**src/rtl/hc595_pkg.sv**
```systemverilog
// Shared FSM state type and default constants for the 74HC595 chain controller.
package hc595_pkg;
  localparam int HC595_BITS_PER_CHIP = 8;
  localparam int DEFAULT_CLK_DIV     = 4;

  typedef enum logic [1:0] {IDLE, SHIFT, LATCH} hc595_state_t;
endpackage

```
**src/rtl/hc595_bit_timer.sv**
```systemverilog
// Phase/bit counters for the 595 serialiser; strobes are combinational off the counters.
// bit_start marks the last cycle of a bit period, shcp_rise the last cycle of its low half.
module hc595_bit_timer #(
  parameter int DATA_W  = 16,
  parameter int CLK_DIV = 4
) (
  input  logic sys_clk,
  input  logic sys_rst_n,
  input  logic clr,
  input  logic en,
  output logic bit_start,
  output logic shcp_rise,
  output logic last_bit
);
  localparam int PW = $clog2(CLK_DIV);
  localparam int BW = $clog2(DATA_W);
  localparam logic [PW-1:0] PH_LAST  = PW'(CLK_DIV - 1);
  localparam logic [PW-1:0] PH_HALF  = PW'(CLK_DIV / 2 - 1);
  localparam logic [BW-1:0] BIT_LAST = BW'(DATA_W - 1);

  logic [PW-1:0] phase;
  logic [BW-1:0] bit_idx;
  logic          period_end;

  assign period_end = (phase == PH_LAST);
  assign last_bit   = (bit_idx == BIT_LAST);
  assign bit_start  = en && period_end;
  assign shcp_rise  = en && (phase == PH_HALF);

  always_ff @(posedge sys_clk or negedge sys_rst_n) begin
    if (!sys_rst_n) begin
      phase   <= '0;
      bit_idx <= '0;
    end else if (clr) begin
      phase   <= '0;
      bit_idx <= '0;
    end else if (en) begin
      if (period_end) begin
        phase   <= '0;
        // wrapping here leaves both counters at zero for the latch phase
        bit_idx <= last_bit ? '0 : bit_idx + BW'(1);
      end else begin
        phase <= phase + PW'(1);
      end
    end
  end
endmodule

```
**src/rtl/hc595_chain_ctrl.sv**
```systemverilog
// Serialises a DATA_W word onto a 595 chain (ds/shcp) then pulses stcp; done DATA_W*CLK_DIV+CLK_DIV/2+1 cycles after accept.
// din_ready is low for the whole shift/latch; auto_mode replays the held word when nothing new is offered.
module hc595_chain_ctrl
  import hc595_pkg::*;
#(
  parameter int DATA_W    = 2 * HC595_BITS_PER_CHIP,
  parameter int CLK_DIV   = DEFAULT_CLK_DIV,
  parameter bit MSB_FIRST = 1'b1
) (
  input  logic              sys_clk,
  input  logic              sys_rst_n,
  input  logic [DATA_W-1:0] din,
  input  logic              din_valid,
  output logic              din_ready,
  input  logic              auto_mode,
  input  logic              blank,
  output logic              busy,
  output logic              done,
  output logic              ds,
  output logic              shcp,
  output logic              stcp,
  output logic              oe
);
  hc595_state_t      state;
  logic [DATA_W-1:0] sreg;
  logic [DATA_W-1:0] hold;
  logic              hold_vld;
  logic              latched;
  logic              oe_q;
  logic              accept;
  logic              start;
  logic [DATA_W-1:0] start_word;
  logic              bit_start;
  logic              shcp_rise;
  logic              last_bit;

  function automatic logic first_bit(input logic [DATA_W-1:0] w);
    return MSB_FIRST ? w[DATA_W-1] : w[0];
  endfunction

  function automatic logic [DATA_W-1:0] advance(input logic [DATA_W-1:0] w);
    return MSB_FIRST ? (w << 1) : (w >> 1);
  endfunction

  // A freshly offered word always beats an auto-refresh replay.
  always_comb begin
    accept     = 1'b0;
    start      = 1'b0;
    start_word = hold;
    if (state == IDLE) begin
      if (din_valid && din_ready) begin
        accept     = 1'b1;
        start      = 1'b1;
        start_word = din;
      end else if (auto_mode && hold_vld) begin
        start = 1'b1;
      end
    end
  end

  hc595_bit_timer #(
    .DATA_W  (DATA_W),
    .CLK_DIV (CLK_DIV)
  ) u_timer (
    .sys_clk   (sys_clk),
    .sys_rst_n (sys_rst_n),
    .clr       (start),
    .en        (state != IDLE),
    .bit_start (bit_start),
    .shcp_rise (shcp_rise),
    .last_bit  (last_bit)
  );

  always_ff @(posedge sys_clk or negedge sys_rst_n) begin
    if (!sys_rst_n) begin
      state     <= IDLE;
      din_ready <= 1'b0;
      busy      <= 1'b0;
      done      <= 1'b0;
      ds        <= 1'b0;
      shcp      <= 1'b0;
      stcp      <= 1'b0;
      sreg      <= '0;
      hold      <= '0;
      hold_vld  <= 1'b0;
      latched   <= 1'b0;
      oe_q      <= 1'b1;
    end else begin
      done <= 1'b0;
      oe_q <= latched ? blank : 1'b1;
      case (state)
        IDLE: begin
          if (start) begin
            state     <= SHIFT;
            busy      <= 1'b1;
            din_ready <= 1'b0;
            shcp      <= 1'b0;
            ds        <= first_bit(start_word);
            sreg      <= advance(start_word);
            if (accept) begin
              hold     <= din;
              hold_vld <= 1'b1;
            end
          end else begin
            din_ready <= 1'b1;
          end
        end
        SHIFT: begin
          if (bit_start && last_bit) begin
            state <= LATCH;
            ds    <= 1'b0;
            shcp  <= 1'b0;
            stcp  <= 1'b1;
          end else if (bit_start) begin
            ds   <= first_bit(sreg);
            sreg <= advance(sreg);
            shcp <= 1'b0;
          end else if (shcp_rise) begin
            shcp <= 1'b1;
          end
        end
        LATCH: begin
          if (shcp_rise) begin
            state     <= IDLE;
            stcp      <= 1'b0;
            done      <= 1'b1;
            busy      <= 1'b0;
            din_ready <= 1'b1;
            latched   <= 1'b1;
            oe_q      <= blank;
          end
        end
        default: state <= IDLE;
      endcase
    end
  end

  assign oe = oe_q | ~sys_rst_n;
endmodule
```
**config.mk**
```make
export PLATFORM = sky130hd
export DESIGN_NAME = hc595_chain_ctrl
export DESIGN_NICKNAME = d
export VERILOG_FILES = /design/src/rtl/hc595_pkg.sv /design/src/rtl/hc595_bit_timer.sv /design/src/rtl/hc595_chain_ctrl.sv
export SDC_FILE = /design/constraint.sdc
export NUM_CORES = 1
export LEC_CHECK = 0
export BUFFER_PORTS_ARGS = -buffer_cell sky130_fd_sc_hd__buf_2
export CAP_MARGIN = 30
export CORE_MARGIN = 5
export CORE_UTILIZATION = 55
export DETAILED_ROUTE_END_ITERATION = 8
export PLACE_DENSITY = 0.76
export SETUP_SLACK_MARGIN = 0.02
export SYNTH_ARGS = -nofsm -noshare
export SYNTH_HDL_FRONTEND = slang
export SYNTH_SLANG_ARGS = --single-unit
```
**constraint.sdc**
```tcl
create_clock -name sys_clk -period 5 [get_ports sys_clk]
set_input_delay 0.75 -clock sys_clk [delete_from_list [all_inputs] [get_ports sys_clk]]
set_output_delay 0.75 -clock sys_clk [all_outputs]
set_load 0.02 [all_outputs]
```
== Yosys cells after proc, flatten, opt, wreduce, memory -nomap -nowiden ==
Index checks and enable logic that the tools add are counted.

* $add $sub $neg: 2
* Equal/unequal tests: 12
* Mux-type cells: 42
* Bitwise gates (word level): 2
* Reductions and logical operators: 22

{| class="wikitable"
|+ Operators with widths
! kind !! count
|-
| 2-to-1 mux 16 bit || 4
|-
| case mux 16 bit (2 select lines) || 1
|-
| 2-to-1 mux 1 bit || 21
|-
| AND reduction 3 bit || 6
|-
| 2-to-1 mux 4 bit || 4
|-
| 2-to-1 mux 2 bit || 6
|-
| nonzero test 2 bit || 6
|-
| != test 2 bit, second input constant || 5
|-
| case mux 1 bit (2 select lines) || 5
|-
| case mux 2 bit (3 select lines) || 1
|-
| AND reduction 2 bit || 3
|-
| logical AND 1 bit || 5
|-
| adder 4 x 1 -> 4 bit, second input constant || 1
|-
| equality test 2 x 1 -> 1 bit, second input constant || 2
|-
| equality test 2 bit, second input constant || 2
|-
| equality test 4 bit, second input constant || 1
|-
| != test 4 bit, second input constant || 1
|-
| AND reduction 4 bit || 1
|-
| != test 3 bit, second input constant || 1
|-
| adder 2 x 1 -> 2 bit, second input constant || 1
|-
| logical NOT 2 bit || 1
|-
| inverter 1 bit || 1
|-
| OR 1 bit || 1
|}

* Flip-flop bits (word level): 49
* Input bits: 21
* Output and inout port bits: 7
* Word-level logic and storage cells: 94

== Longest topological paths before layout ==
Gate-level depths: netlist of run 1.

* Depth after elaboration: 6
* Depth in mapped cells: 5
* Mapped depth without buffers: 5

== By module ==
From an unflattened synthesis of run 1, not the netlist that was laid out.

* Cell total of the unflattened synthesis: 222
* Area, all modules: 2551.2 um^2

{| class="wikitable"
|+ By module, submodules not included
! module !! times used !! cells each !! area each (um^2)
|-
| hc595_chain_ctrl || 1 || 188 || 2229.6
|-
| hc595_bit_timer || 1 || 34 || 321.6
|}

== Worst setup path after synthesis of run 1 ==
Ideal clock, no wire load.

* Kind: reg-to-reg
* Start: register u_timer.phase[0]
* End: register sreg[10]
* Library setup time: 125 ps
* Arrival time: 1585 ps
* Required time: 4875 ps
* Slack: 3290 ps
* Cell stages (with the launch flop): 6
* Path buffers: 1
* Period minus slack after synthesis: 1710 ps
* Path through: dfrtp_1 > ha_1 > nand3b_1 > o22ai_4 > buf_12 > mux2_4

* Word-level cells in the longest chain between the ends: 5

{| class="wikitable"
|+ Ends and longest elaborated chain
! element !! line !! RTL
|-
| from (decl) || hc595_bit_timer.sv:21 || <nowiki>logic [PW-1:0] phase;</nowiki>
|-
| from (signal assigned) || hc595_bit_timer.sv:43 || <nowiki>phase <= phase + PW'(1);</nowiki>
|-
| equality test 2 bit * || hc595_bit_timer.sv:25 || <nowiki>assign period_end = (phase == PH_LAST);</nowiki>
|-
| logical AND 1 bit * || hc595_bit_timer.sv:27 || <nowiki>assign bit_start = en && period_end;</nowiki>
|-
| logical AND 1 bit || hc595_chain_ctrl.sv:109 || <nowiki>if (bit_start && last_bit) begin</nowiki>
|-
| != test 2 bit (no source line) || -- ||
|-
| AND reduction 4 bit (no source line) * || -- ||
|-
| to (signal assigned) || hc595_chain_ctrl.sv:99 || <nowiki>sreg <= advance(start_word);</nowiki>
|-
| to (signal assigned) || hc595_chain_ctrl.sv:116 || <nowiki>sreg <= advance(sreg);</nowiki>
|-
| to (decl) || hc595_chain_ctrl.sv:25 || <nowiki>logic [DATA_W-1:0] sreg;</nowiki>
|}

Mark *: on every way between the ends. The rest lies on a longest branch, timed or not.
A chain may end at the register's enable or synchronous reset.

== Worst setup path in the final report of run 1 ==
* Start: input sys_rst_n
* End: output oe

* Word-level cells in the longest chain between the ends: 2

{| class="wikitable"
|+ Ends and longest elaborated chain
! element !! line !! RTL
|-
| from (decl) || hc595_chain_ctrl.sv:11 || <nowiki>input logic sys_rst_n,</nowiki>
|-
| inverter 1 bit || hc595_chain_ctrl.sv:138 || <nowiki>assign oe = oe_q | ~sys_rst_n;</nowiki>
|-
| OR 1 bit || hc595_chain_ctrl.sv:138 ||
|-
| to (decl) || hc595_chain_ctrl.sv:22 || <nowiki>output logic oe</nowiki>
|}

Every way passes these cells.

==> run_results.csv, run 1 <==
group,metric,value,unit
status,run_status,"complete, no violations",
clock_network,clkSinkCount,48,
clock_network,clockBufferDepth,2,
yosys,syn_area,2500,um^2
setup_path,cp-endpoint,"oe",
setup_path,worst_setup_path_start_kind,"input pin",
detailed_routing,detail_route.wl_per_cell,15.9,um
pwr,netSwitchingFraction,31.3,%
cells_and_area,layout-drive-gt1-share,36.0,%
pwr,power_density,591,nW/um^2
setup_path,worstSetupEndpointType,"output pin",
clock_network,tritoncts,"done",
detailed_routing,drtIter0Drc,205,
place,port_buffers,27,
detailed_routing,route.top_layer_used,"met4",
setup_path,critPathTopFamily,"buffers and inverters",
yosys,yosysSeqAreaShare,48.1,%
yosys,ys_seq_elements,48,
timing,fin_crit,2350,ps
detailed_routing,detail_route.wirelength,4.59,mm
clock_network,cts_inserted_buffers,5,
clock_network,worstSkewPairLatency,300,ps
timing,worstMarginPinSlew,813,ps
clock_network,holdBufCountCts,0,
grt,grt_antenna_before_repair,0,
place,gp_congestion,0.792,
detailed_routing,vias_per_cell,5.84,
setup_path,reg2regPathDepth,3,
die,ios,28,
setup_path,cp_slowest_cell,"sky130_fd_sc_hd__buf_4",
pwr,peakVddDrop,0.280,mV
setup_path,cp_common_cell,"sky130_fd_sc_hd__buf_2",
timing,setup_repair_after_global_routing_missed_its_margin,"no",
detailed_routing,final_antenna_net_count,0,
pwr,power_frac_clock,20.1,%
setup_path,cp_slowest_stage_delay,490,ps
grt,grt_max_degree,50,
run,max-cap-violations,0,
detailed_routing,route.vias.total,1681,
setup_path,worst-setup-path-type,"input pin to output pin",
die,row_count,24,
timing,hold_viol,0,
pwr,post-layout-total-power,1.64,mW
grt,global_route.usage.total,17.0,%
timing,final.period_utilization,46.9,%
yosys,syn-num-nets,238,
setup_path,critical_path_buf_inv_count,3,
pwr,internal-power,1.13,mW
setup_path,critical_path_cell_count,4,
die,die-area,6000,um^2
pwr,netSwitchingPower,0.515,mW
setup_path,crit-reg2reg-capture,"sreg[2]$_DFFE_PN0P_",
detailed_routing,met2_length,2.15,mm
yosys,yosys_warnings,0,
cells_and_area,fillerInstances,344,
setup_path,critical_path.cell_chain,"buf_2 > buf_4 > nand2b_1 > buf_2",
cells_and_area,antennaDiodeCount,0,
timing,clock-skew-final,4.20,ps
detailed_routing,route.met3.wl,174,um
setup_path,cp.required,4250,ps
grt,globalRoute.totalOverflow,0,
clock_network,cts.root.buffer_cell,"sky130_fd_sc_hd__clkbuf_8",
die,core_footprint,4380,um^2
setup_path,worstReg2RegStart,"state[1]$_DFFE_PN0P_",
timing,drv_slew,0,
timing,worst_slew_margin_rel,45.8,%
setup_path,setup.reg_to_reg.worst_slack,2700,ps
yosys,netlist-cell-type-count,41,
pwr,comb_power_share,39.7,%
die,initial_utilization,57.1,%
pwr,total_leakage_power,1.24,nW
place,place.detailed.hpwl,3.02,mm
min_path,worst_hold_path_type,"register to register",
timing,clock.fmax,426,MHz
clock_network,post_cts_buffers,0,
min_path,worstHoldPathCells,2,
timing,setup_viol,0,
grt,grt_first_pass_wirelength,8.50,mm
clock_network,cts-htree-levels,2,
detailed_routing,route.layer.met1.wl,2.22,mm
setup_path,crit_fanout,49,
setup_path,cp.arrival,1600,ps
cells_and_area,area_growth_syn_to_layout,11.1,%
setup_path,worst_setup_path_startpoint,"sys_rst_n",
pwr,seq_pwr_share,40.2,%
cells_and_area,final_core_util,63.4,%
detailed_routing,drt_pre_antenna_iters,4,
timing,setup_total_negative_slack,0,ps
clock_network,clk_pin_slew,90,ps
detailed_routing,drc,0,
die,dieWidth,77.5,um
grt,via_count_of_the_first_global_routing_pass,1784,
clock_network,ctsResizeCount,0,
cells_and_area,nNetsFinal,259,
yosys,syn-mean-instance-area,11.7,um^2
yosys,postSynthCellCount,214,
die,fp.dieH,77.5,um
==> layout by cell type (no fill, tap or decap), drive strengths merged, types with 2 or more instances in the layout <==
| master | count |
|---|---|
| a21bo | 14 |
| a21oi | 6 |
| a31oi | 14 |
| and3 | 2 |
| buf | 29 |
| bufinv | 2 |
| clkbuf | 6 |
| dfrtp | 47 |
| ha | 3 |
| inv | 7 |
| mux2 | 30 |
| nand2 | 9 |
| nand2b | 5 |
| nand3 | 17 |
| nand3b | 2 |
| nor2 | 4 |
| nor3b | 14 |
| o211ai | 2 |
| o21ai | 2 |
| o22ai | 3 |
| o31ai | 2 |
| or2 | 2 |
==> worst min-delay path, delay by kind of cell, from the launching register on <==
family           cells  cell delay (ps)
DFF                  1              350
and+or+nand+nor      2              100
==> sequential cells by signal, summed over array words and instances (netlist names) <==
register,flops
u_timer.phase,2
hold_vld,1
latched,1
ds,1
oe_q,1
din_ready,1
u_timer.bit_idx,4
state,2
busy,1
sreg,15
done,1
stcp,1
hold,16
shcp,1
==> logic make-up after synthesis <==
| kind of cell | Yosys count | synth area share [%] |
|---|---|---|
| and+or+nand+nor | 58 | 13.8 |
| AOI/OAI and AO/OA | 51 | 16.3 |
| DFF | 48 | 48.1 |
| muxes | 31 | 15.3 |
| buffers and inverters | 22 | 4.70 |
| adders and majority gates | 3 | 1.50 |
| xor gates and xnor gates | 1 | 0.350 |
==> per-stage QoR <==
stage	cell area, um^2	setup slack, ps	hold slack, ps	instances
6_report	2780	2650	474	288
5_1_grt	2780	2510	516	288
4_1_cts	2780	2600	480	288
3_3_place_gp	2620	2570	453	279
3_5_place_dp	2650	2540	457	280
2_1_floorplan	2500	3290	432	214
==> final cells by class <==
type	count	area [um^2]	area share, %
clock buffers	6	72.6	2.61
flip-flops and latches	48	1200	43.3
inverters	7	26.3	0.946
clock inverters	2	60.1	2.16
repair buffers	29	170	6.12
well taps	52	65.1	2.34
multi-input cells	144	1180	42.5
==> synthesized netlist by cell type <==
| library cell | number | share of area (%) |
|---|---|---|
| sky130_fd_sc_hd__xor2_1 | 1 | 0.35 |
| sky130_fd_sc_hd__nand3_1 | 17 | 3.4 |
| sky130_fd_sc_hd__nand2_1 | 9 | 1.3 |
| sky130_fd_sc_hd__a31oi_1 | 14 | 3.5 |
| sky130_fd_sc_hd__nand4_1 | 1 | 0.25 |
| sky130_fd_sc_hd__o31ai_1 | 2 | 0.60 |
| sky130_fd_sc_hd__buf_6 | 2 | 0.90 |
| sky130_fd_sc_hd__a22oi_4 | 1 | 0.85 |
| sky130_fd_sc_hd__mux2_2 | 21 | 9.5 |
| sky130_fd_sc_hd__a211oi_1 | 1 | 0.30 |
| sky130_fd_sc_hd__a21bo_2 | 14 | 5.6 |
| sky130_fd_sc_hd__or3_1 | 1 | 0.25 |
| sky130_fd_sc_hd__nor2b_1 | 1 | 0.25 |
| sky130_fd_sc_hd__buf_2 | 3 | 0.60 |
| sky130_fd_sc_hd__mux2_4 | 9 | 5.4 |
| sky130_fd_sc_hd__o21ai_0 | 2 | 0.40 |
| sky130_fd_sc_hd__clkbuf_1 | 9 | 1.3 |
| sky130_fd_sc_hd__inv_1 | 7 | 1.1 |
| sky130_fd_sc_hd__a21boi_0 | 1 | 0.30 |
| sky130_fd_sc_hd__nor2_1 | 3 | 0.45 |
| sky130_fd_sc_hd__nand2b_1 | 5 | 1.3 |
| sky130_fd_sc_hd__o221ai_1 | 1 | 0.35 |
| sky130_fd_sc_hd__or2_1 | 1 | 0.25 |
| sky130_fd_sc_hd__a21oi_1 | 6 | 1.2 |
| sky130_fd_sc_hd__nor3b_1 | 14 | 4.2 |
| sky130_fd_sc_hd__o21a_1 | 1 | 0.30 |
| sky130_fd_sc_hd__o211ai_1 | 2 | 0.60 |
| sky130_fd_sc_hd__o22ai_4 | 1 | 0.80 |
| sky130_fd_sc_hd__nor2_8 | 1 | 0.80 |
| sky130_fd_sc_hd__dfrtp_1 | 47 | 47 |
| sky130_fd_sc_hd__mux2i_1 | 1 | 0.40 |
| sky130_fd_sc_hd__ha_1 | 3 | 1.5 |
| sky130_fd_sc_hd__nand3b_1 | 2 | 0.60 |
| sky130_fd_sc_hd__dfstp_2 | 1 | 1.1 |
| sky130_fd_sc_hd__or2_2 | 1 | 0.25 |
| sky130_fd_sc_hd__and3_1 | 2 | 0.50 |
| sky130_fd_sc_hd__buf_12 | 1 | 0.80 |
| sky130_fd_sc_hd__a32oi_1 | 1 | 0.35 |
| sky130_fd_sc_hd__o32ai_1 | 1 | 0.35 |
| sky130_fd_sc_hd__o41ai_1 | 1 | 0.35 |
| sky130_fd_sc_hd__o22ai_1 | 2 | 0.50 |
==> power groups by stage <==
stage	Sequential, mW	Combinational (mW)	Clock, mW
6_report	0.661	0.652	0.330
5_1_grt	0.687	0.728	0.359
4_1_cts	0.661	0.659	0.336
3_5_place_dp	0.667	0.659	0
3_3_place_gp	0.691	0.583	0
2_1_floorplan	0.645	0.550	0
==> routing by layer <==
layer | track usage [%] | vias up
met1 | 23.1 | 828
met3 | 4.05 | 6
met2 | 27.8 | 29
met4 | 3.61 | 0
met5 | 0 | -
li1 | - | 818
==> how the worst min path moves through the flow <==
stage / slack, ps / start / end
2_1_floorplan: 430 / latched$_DFFE_PN0P_ / latched$_DFFE_PN0P_
3_3_place_gp: 450 / latched$_DFFE_PN0P_ / latched$_DFFE_PN0P_
3_5_place_dp: 460 / latched$_DFFE_PN0P_ / latched$_DFFE_PN0P_
4_1_cts: 480 / latched$_DFFE_PN0P_ / latched$_DFFE_PN0P_
5_1_grt: 520 / latched$_DFFE_PN0P_ / latched$_DFFE_PN0P_
6_report: 470 / busy$_DFFE_PN0P_ / busy$_DFFE_PN0P_
Power figures use the tool's default switching activity.
==> run 2, diff against run 1 <==
CORE_UTILIZATION = 52   (was 55)
PLACE_DENSITY = 0.75   (was 0.76)
clock period = 1.9 ns   (was 5 ns; I/O delays follow)
==> run_results.csv, run 2 (synthesis results as in run 1) <==
group,metric,value,unit
setup_path,setup.reg_to_reg.worst_slack,140,ps
run,max-cap-violations,0,
cells_and_area,nNetsFinal,267,
grt,via_count_of_the_first_global_routing_pass,1733,
timing,worstMarginPinSlew,596,ps
cells_and_area,fillerInstances,393,
min_path,worst_hold_path_type,"input pin to async pin",
detailed_routing,detail_route.wirelength,4.76,mm
cells_and_area,commonest_cells_after_routing_fill_and_taps_aside,"47 x sky130_fd_sc_hd__dfrtp_1, 27 x sky130_fd_sc_hd__buf_2, 21 x sky130_fd_sc_hd__mux2_2, 17 x sky130_fd_sc_hd__nand3_1",
setup_path,worst-setup-path-type,"register to register",
timing,hold_viol,0,
setup_path,cp-endpoint,"sreg[13]$_DFFE_PN0P_",
clock_network,clockBufferDepth,2,
setup_path,critical_path_cell_count,5,
pwr,post-layout-total-power,4.07,mW
clock_network,holdBufCountCts,0,
clock_network,clk_pin_slew,80,ps
setup_path,worstReg2RegStart,"u_timer.phase[0]$_DFFE_PN0P_",
detailed_routing,final_antenna_net_count,0,
setup_path,worst_setup_path_start_kind,"register",
cells_and_area,largest_registers,"hold (16), sreg (15), u_timer.bit_idx (4)",
pwr,peakVddDrop,0.666,mV
detailed_routing,vias_per_cell,5.79,
cells_and_area,largest_reg_flops,16,
clock_network,post_cts_buffers,0,
place,gp_congestion,0.833,
timing,setup_total_negative_slack,0,ps
die,dieWidth,79.4,um
timing,drv_slew,0,
timing,clock-skew-final,5.57,ps
cells_and_area,registers.top_by_ff_count,"hold",
die,die-area,6300,um^2
grt,grt_antenna_before_repair,0,
timing,final.period_utilization,92.5,%
cells_and_area,antennaDiodeCount,0,
grt,global_route.usage.total,16.6,%
die,fp.dieH,79.4,um
cells_and_area,area_growth_syn_to_layout,11.2,%
timing,setup_repair_after_global_routing_missed_its_margin,"no",
clock_network,cts_inserted_buffers,5,
clock_network,worstSkewPairLatency,300,ps
setup_path,reg2regPathDepth,5,
setup_path,cp_slowest_cell,"sky130_fd_sc_hd__dfrtp_1",
detailed_routing,detail_route.wl_per_cell,16.0,um
setup_path,worstSetupEndpointType,"register",
clock_network,cts.root.buffer_cell,"sky130_fd_sc_hd__clkbuf_8",
cells_and_area,final_core_util,59.3,%
die,initial_utilization,53.3,%
place,place.detailed.hpwl,3.29,mm
detailed_routing,drt_pre_antenna_iters,4,
clock_network,clkSinkCount,48,
die,ios,28,
grt,globalRoute.totalOverflow,0,
setup_path,cp_slowest_stage_delay,410,ps
die,core_footprint,4690,um^2
timing,setup_viol,0,
setup_path,critical_path_buf_inv_count,1,
setup_path,worst_setup_path_startpoint,"u_timer.phase[0]$_DFFE_PN0P_",
setup_path,critical_path.cell_chain,"ha_1 > nand3b_1 > o22ai_4 > buf_12 > mux2_2",
timing,clock.fmax,569,MHz
grt,grt_first_pass_wirelength,8.16,mm
cells_and_area,layout_commonest_cell,"sky130_fd_sc_hd__dfrtp_1",
cells_and_area,layout-drive-gt1-share,37.7,%
status,run_status,"complete, no violations",
grt,grt_max_degree,49,
setup_path,cp.arrival,1950,ps
clock_network,cts-htree-levels,2,
clock_network,tritoncts,"done",
detailed_routing,drtIter0Drc,86,
setup_path,crit_fanout,15,
pwr,power_density,1460,nW/um^2
place,port_buffers,27,
clock_network,ctsResizeCount,0,
setup_path,critPathTopFamily,"flip-flops",
timing,worst_slew_margin_rel,60.3,%
pwr,total_leakage_power,1.25,nW
die,row_count,25,
detailed_routing,route.vias.total,1726,
detailed_routing,drc,0,
setup_path,crit-reg2reg-capture,"sreg[13]$_DFFE_PN0P_",
timing,fin_crit,1760,ps
setup_path,cp.required,2090,ps
[run 2: changes by cell type in the layout (fill, tap and decap cells not counted), sizes merged]
cell,change
clkinv,+1
bufinv,-2
clkbuf,+1
buf,+8
[run 2: cell type report]
class	count	area, um^2	share of cell area (%)
Tap cell	54	67.6	2.43
Timing Repair Buffer	37	223	8.00
Sequential cell	48	1200	43.2
Clock buffer	7	76.3	2.74
Clock inverter	1	5.00	0.180
Inverter	7	26.3	0.944
Multi-Input combinational cell	144	1180	42.5
[run 2: worst reg2reg max path, stage by stage (launching register included)]
cell and delay [ps]:
sky130_fd_sc_hd__dfrtp_1 410, sky130_fd_sc_hd__ha_1 190, sky130_fd_sc_hd__nand3b_1 240, sky130_fd_sc_hd__o22ai_4 270, sky130_fd_sc_hd__buf_12 190, sky130_fd_sc_hd__mux2_2 350
[run 2: per-layer routing]
| layer | share of wire [%] | GRT usage [%] |
|---|---|---|
| met1 | 49 | 21.9 |
| met2 | 46 | 27.2 |
| met4 | 1.4 | 4.47 |
| met3 | 2.9 | 4.06 |
| met5 | 0 | 0 |
[run 2: how the worst min path moves through the flow]
| stage | endpoint | cells past startpoint | start |
|---|---|---|---|
| after floorplan | busy$_DFFE_PN0P_ | 0 | sys_rst_n |
| after global placement | latched$_DFFE_PN0P_ | 1 | latched$_DFFE_PN0P_ |
| after detailed placement | stcp$_DFFE_PN0P_ | 2 | stcp$_DFFE_PN0P_ |
| after CTS | u_timer.bit_idx[3]$_DFFE_PN0P_ | 2 | sys_rst_n |
| after global routing | u_timer.bit_idx[2]$_DFFE_PN0P_ | 2 | sys_rst_n |
| final | u_timer.bit_idx[3]$_DFFE_PN0P_ | 2 | sys_rst_n |
[run 2: per-stage QoR]
step | setup slack, ps | hold WS (ps) | instance area (um^2) | std cells
after floorplan | 190 | -10.6 | 2500 | 214
after global placement | 184 | 450 | 2700 | 290
after detailed placement | 140 | 466 | 2700 | 290
after CTS | 131 | 145 | 2780 | 298
after global routing | 63.5 | 173 | 2780 | 298
final | 143 | 116 | 2780 | 298
[run 2: power breakdown]
group	leakage [nW]	switching (mW)	internal (mW)
Sequential	0.570	0.272	1.46
Clock	0.0422	0.320	0.259
Combinational	0.641	0.747	1.01
Total	1.25	1.34	2.73
==> run 3, diff against run 2 <==
PLACE_DENSITY = 0.81   (was 0.75)
==> run_results.csv, run 3 (synthesis results as in run 1) <==
group,metric,value,unit
place,port_buffers,27,
clock_network,holdBufCountCts,0,
detailed_routing,route.top_layer_used,"met4",
detailed_routing,drtIter0Drc,92,
cells_and_area,layout_commonest_cell,"sky130_fd_sc_hd__dfrtp_1",
detailed_routing,route.layer.met1.wl,2.19,mm
grt,grt_antenna_before_repair,0,
setup_path,critical_path_cell_count,5,
timing,finalWorstSetupSlack,107,ps
timing,worst_slew_margin_rel,60.4,%
timing,setup_total_negative_slack,0,ps
clock_network,clk_pin_slew,90,ps
place,pre_cts_slack,133,ps
die,dieWidth,79.4,um
setup_path,worst_setup_path_startpoint,"u_timer.bit_idx[0]$_DFFE_PN0P_",
cells_and_area,largest_reg_flops,16,
clock_network,clockBufferDepth,2,
timing,clock-skew-final,5.46,ps
cells_and_area,largest_registers,"hold (16), sreg (15), u_timer.bit_idx (4)",
clock_network,cts.root.buffer_cell,"sky130_fd_sc_hd__clkbuf_8",
setup_path,cp_slowest_stage_delay,430,ps
place,place.detailed.hpwl,3.40,mm
grt,grt_first_pass_wirelength,8.27,mm
clock_network,worstSkewPairLatency,310,ps
die,ios,28,
clock_network,tritoncts,"done",
clock_network,cts_inserted_buffers,5,
grt,globalRoute.totalOverflow,0,
pwr,power_density,1480,nW/um^2
clock_network,ctsResizeCount,0,
die,die-area,6300,um^2
detailed_routing,vias_per_cell,5.82,
setup_path,worstSetupEndpointType,"register",
timing,timing.hold.ws,95.9,ps
detailed_routing,detail_route.wirelength,4.80,mm
cells_and_area,layout-drive-gt1-share,39.0,%
timing,setup_repair_after_global_routing_missed_its_margin,"no",
clock_network,clkSinkCount,48,
die,fp.dieH,79.4,um
cells_and_area,area_growth_syn_to_layout,12.2,%
pwr,total_leakage_power,1.27,nW
pwr,peakVddDrop,0.654,mV
pwr,post-layout-total-power,4.15,mW
detailed_routing,route.met3.wl,210,um
setup_path,crit_fanout,15,
cells_and_area,nNetsFinal,269,
setup_path,cp_slowest_cell,"sky130_fd_sc_hd__dfrtp_1",
setup_path,setup.reg_to_reg.worst_slack,110,ps
timing,clock.fmax,558,MHz
detailed_routing,detail_route.wl_per_cell,16.0,um
timing,drv_slew,0,
cells_and_area,commonest_cells_after_routing_fill_and_taps_aside,"47 x sky130_fd_sc_hd__dfrtp_1, 27 x sky130_fd_sc_hd__buf_2, 21 x sky130_fd_sc_hd__mux2_2, 17 x sky130_fd_sc_hd__nand3_1",
setup_path,reg2regPathDepth,5,
setup_path,worstReg2RegStart,"u_timer.bit_idx[0]$_DFFE_PN0P_",
clock_network,post_cts_buffers,0,
cells_and_area,registers.top_by_ff_count,"hold",
detailed_routing,drc,0,
timing,final.period_utilization,94.4,%
clock_network,cts-htree-levels,2,
place,gp_congestion,0.797,
detailed_routing,met2_length,2.32,mm
grt,grt_max_degree,49,
setup_path,cp-endpoint,"sreg[2]$_DFFE_PN0P_",
setup_path,worst-setup-path-type,"register to register",
setup_path,critPathTopFamily,"flip-flops",
setup_path,critical_path_buf_inv_count,1,
setup_path,cp.arrival,1990,ps
min_path,worst_hold_path_type,"input pin to async pin",
detailed_routing,final_antenna_net_count,0,
status,run_status,"complete, no violations",
timing,setup_viol,0,
die,initial_utilization,53.3,%
timing,worstMarginPinSlew,595,ps
run,max-cap-violations,0,
die,core_footprint,4690,um^2
grt,via_count_of_the_first_global_routing_pass,1762,
timing,fin_crit,1790,ps
cells_and_area,antennaDiodeCount,0,
setup_path,cp.required,2100,ps
grt,global_route.usage.total,17.1,%
setup_path,critical_path.cell_chain,"ha_1 > and3_1 > o22ai_4 > buf_12 > mux2_2",
detailed_routing,route.vias.total,1745,
timing,hold_viol,0,
detailed_routing,drt_pre_antenna_iters,4,
setup_path,worst_setup_path_start_kind,"register",
die,row_count,25,
setup_path,crit-reg2reg-capture,"sreg[2]$_DFFE_PN0P_",
cells_and_area,final_core_util,59.9,%
-- run 3: worst register-to-register path, cell delays in order (launching register included) --
cell and delay [ps]:
sky130_fd_sc_hd__dfrtp_1 430, sky130_fd_sc_hd__ha_1 270, sky130_fd_sc_hd__and3_1 250, sky130_fd_sc_hd__o22ai_4 180
sky130_fd_sc_hd__buf_12 190, sky130_fd_sc_hd__mux2_2 360
-- run 3: metrics by stage --
step           std cells  area [um^2]
5_1_grt              300         2810
4_1_cts              300         2810
3_3_place_gp         292         2720
3_5_place_dp         292         2720
6_report             300         2810
2_1_floorplan        214         2500
-- run 3: metal layers --
metal,track usage (%),vias to the layer above
met3,4.85,8
met2,28.2,40
met4,5.67,0
li1,-,839
met1,21.5,858
met5,0,-
-- run 3: worst min-delay path by stage --
stage,startpoint,slack (ps),endpoint
floorplan,sys_rst_n,-10,busy$_DFFE_PN0P_
global placement,latched$_DFFE_PN0P_,450,latched$_DFFE_PN0P_
detailed placement,sys_rst_n,460,u_timer.bit_idx[3]$_DFFE_PN0P_
CTS,sys_rst_n,130,sreg[12]$_DFFE_PN0P_
global route,blank,150,oe_q$_DFF_PN1_
finish,sys_rst_n,100,u_timer.phase[1]$_DFFE_PN0P_
-- run 3: area by class of cell --
| type | instances | area (um^2) |
|---|---|---|
| Fill cell | 394 | 1880 |
| Sequential cell | 48 | 1200 |
| Multi-Input combinational cell | 144 | 1180 |
| Timing Repair Buffer | 39 | 238 |
| Clock buffer | 6 | 82.6 |
| Tap cell | 54 | 67.6 |
| Inverter | 7 | 26.3 |
| Clock inverter | 2 | 10.0 |
-- run 3: power breakdown --
part / total, mW / internal, mW / leakage [nW] / switching [mW]
sequential: 1.72 / 1.46 / 0.570 / 0.265
combinational: 1.79 / 1.02 / 0.651 / 0.770
clock: 0.635 / 0.291 / 0.0510 / 0.344
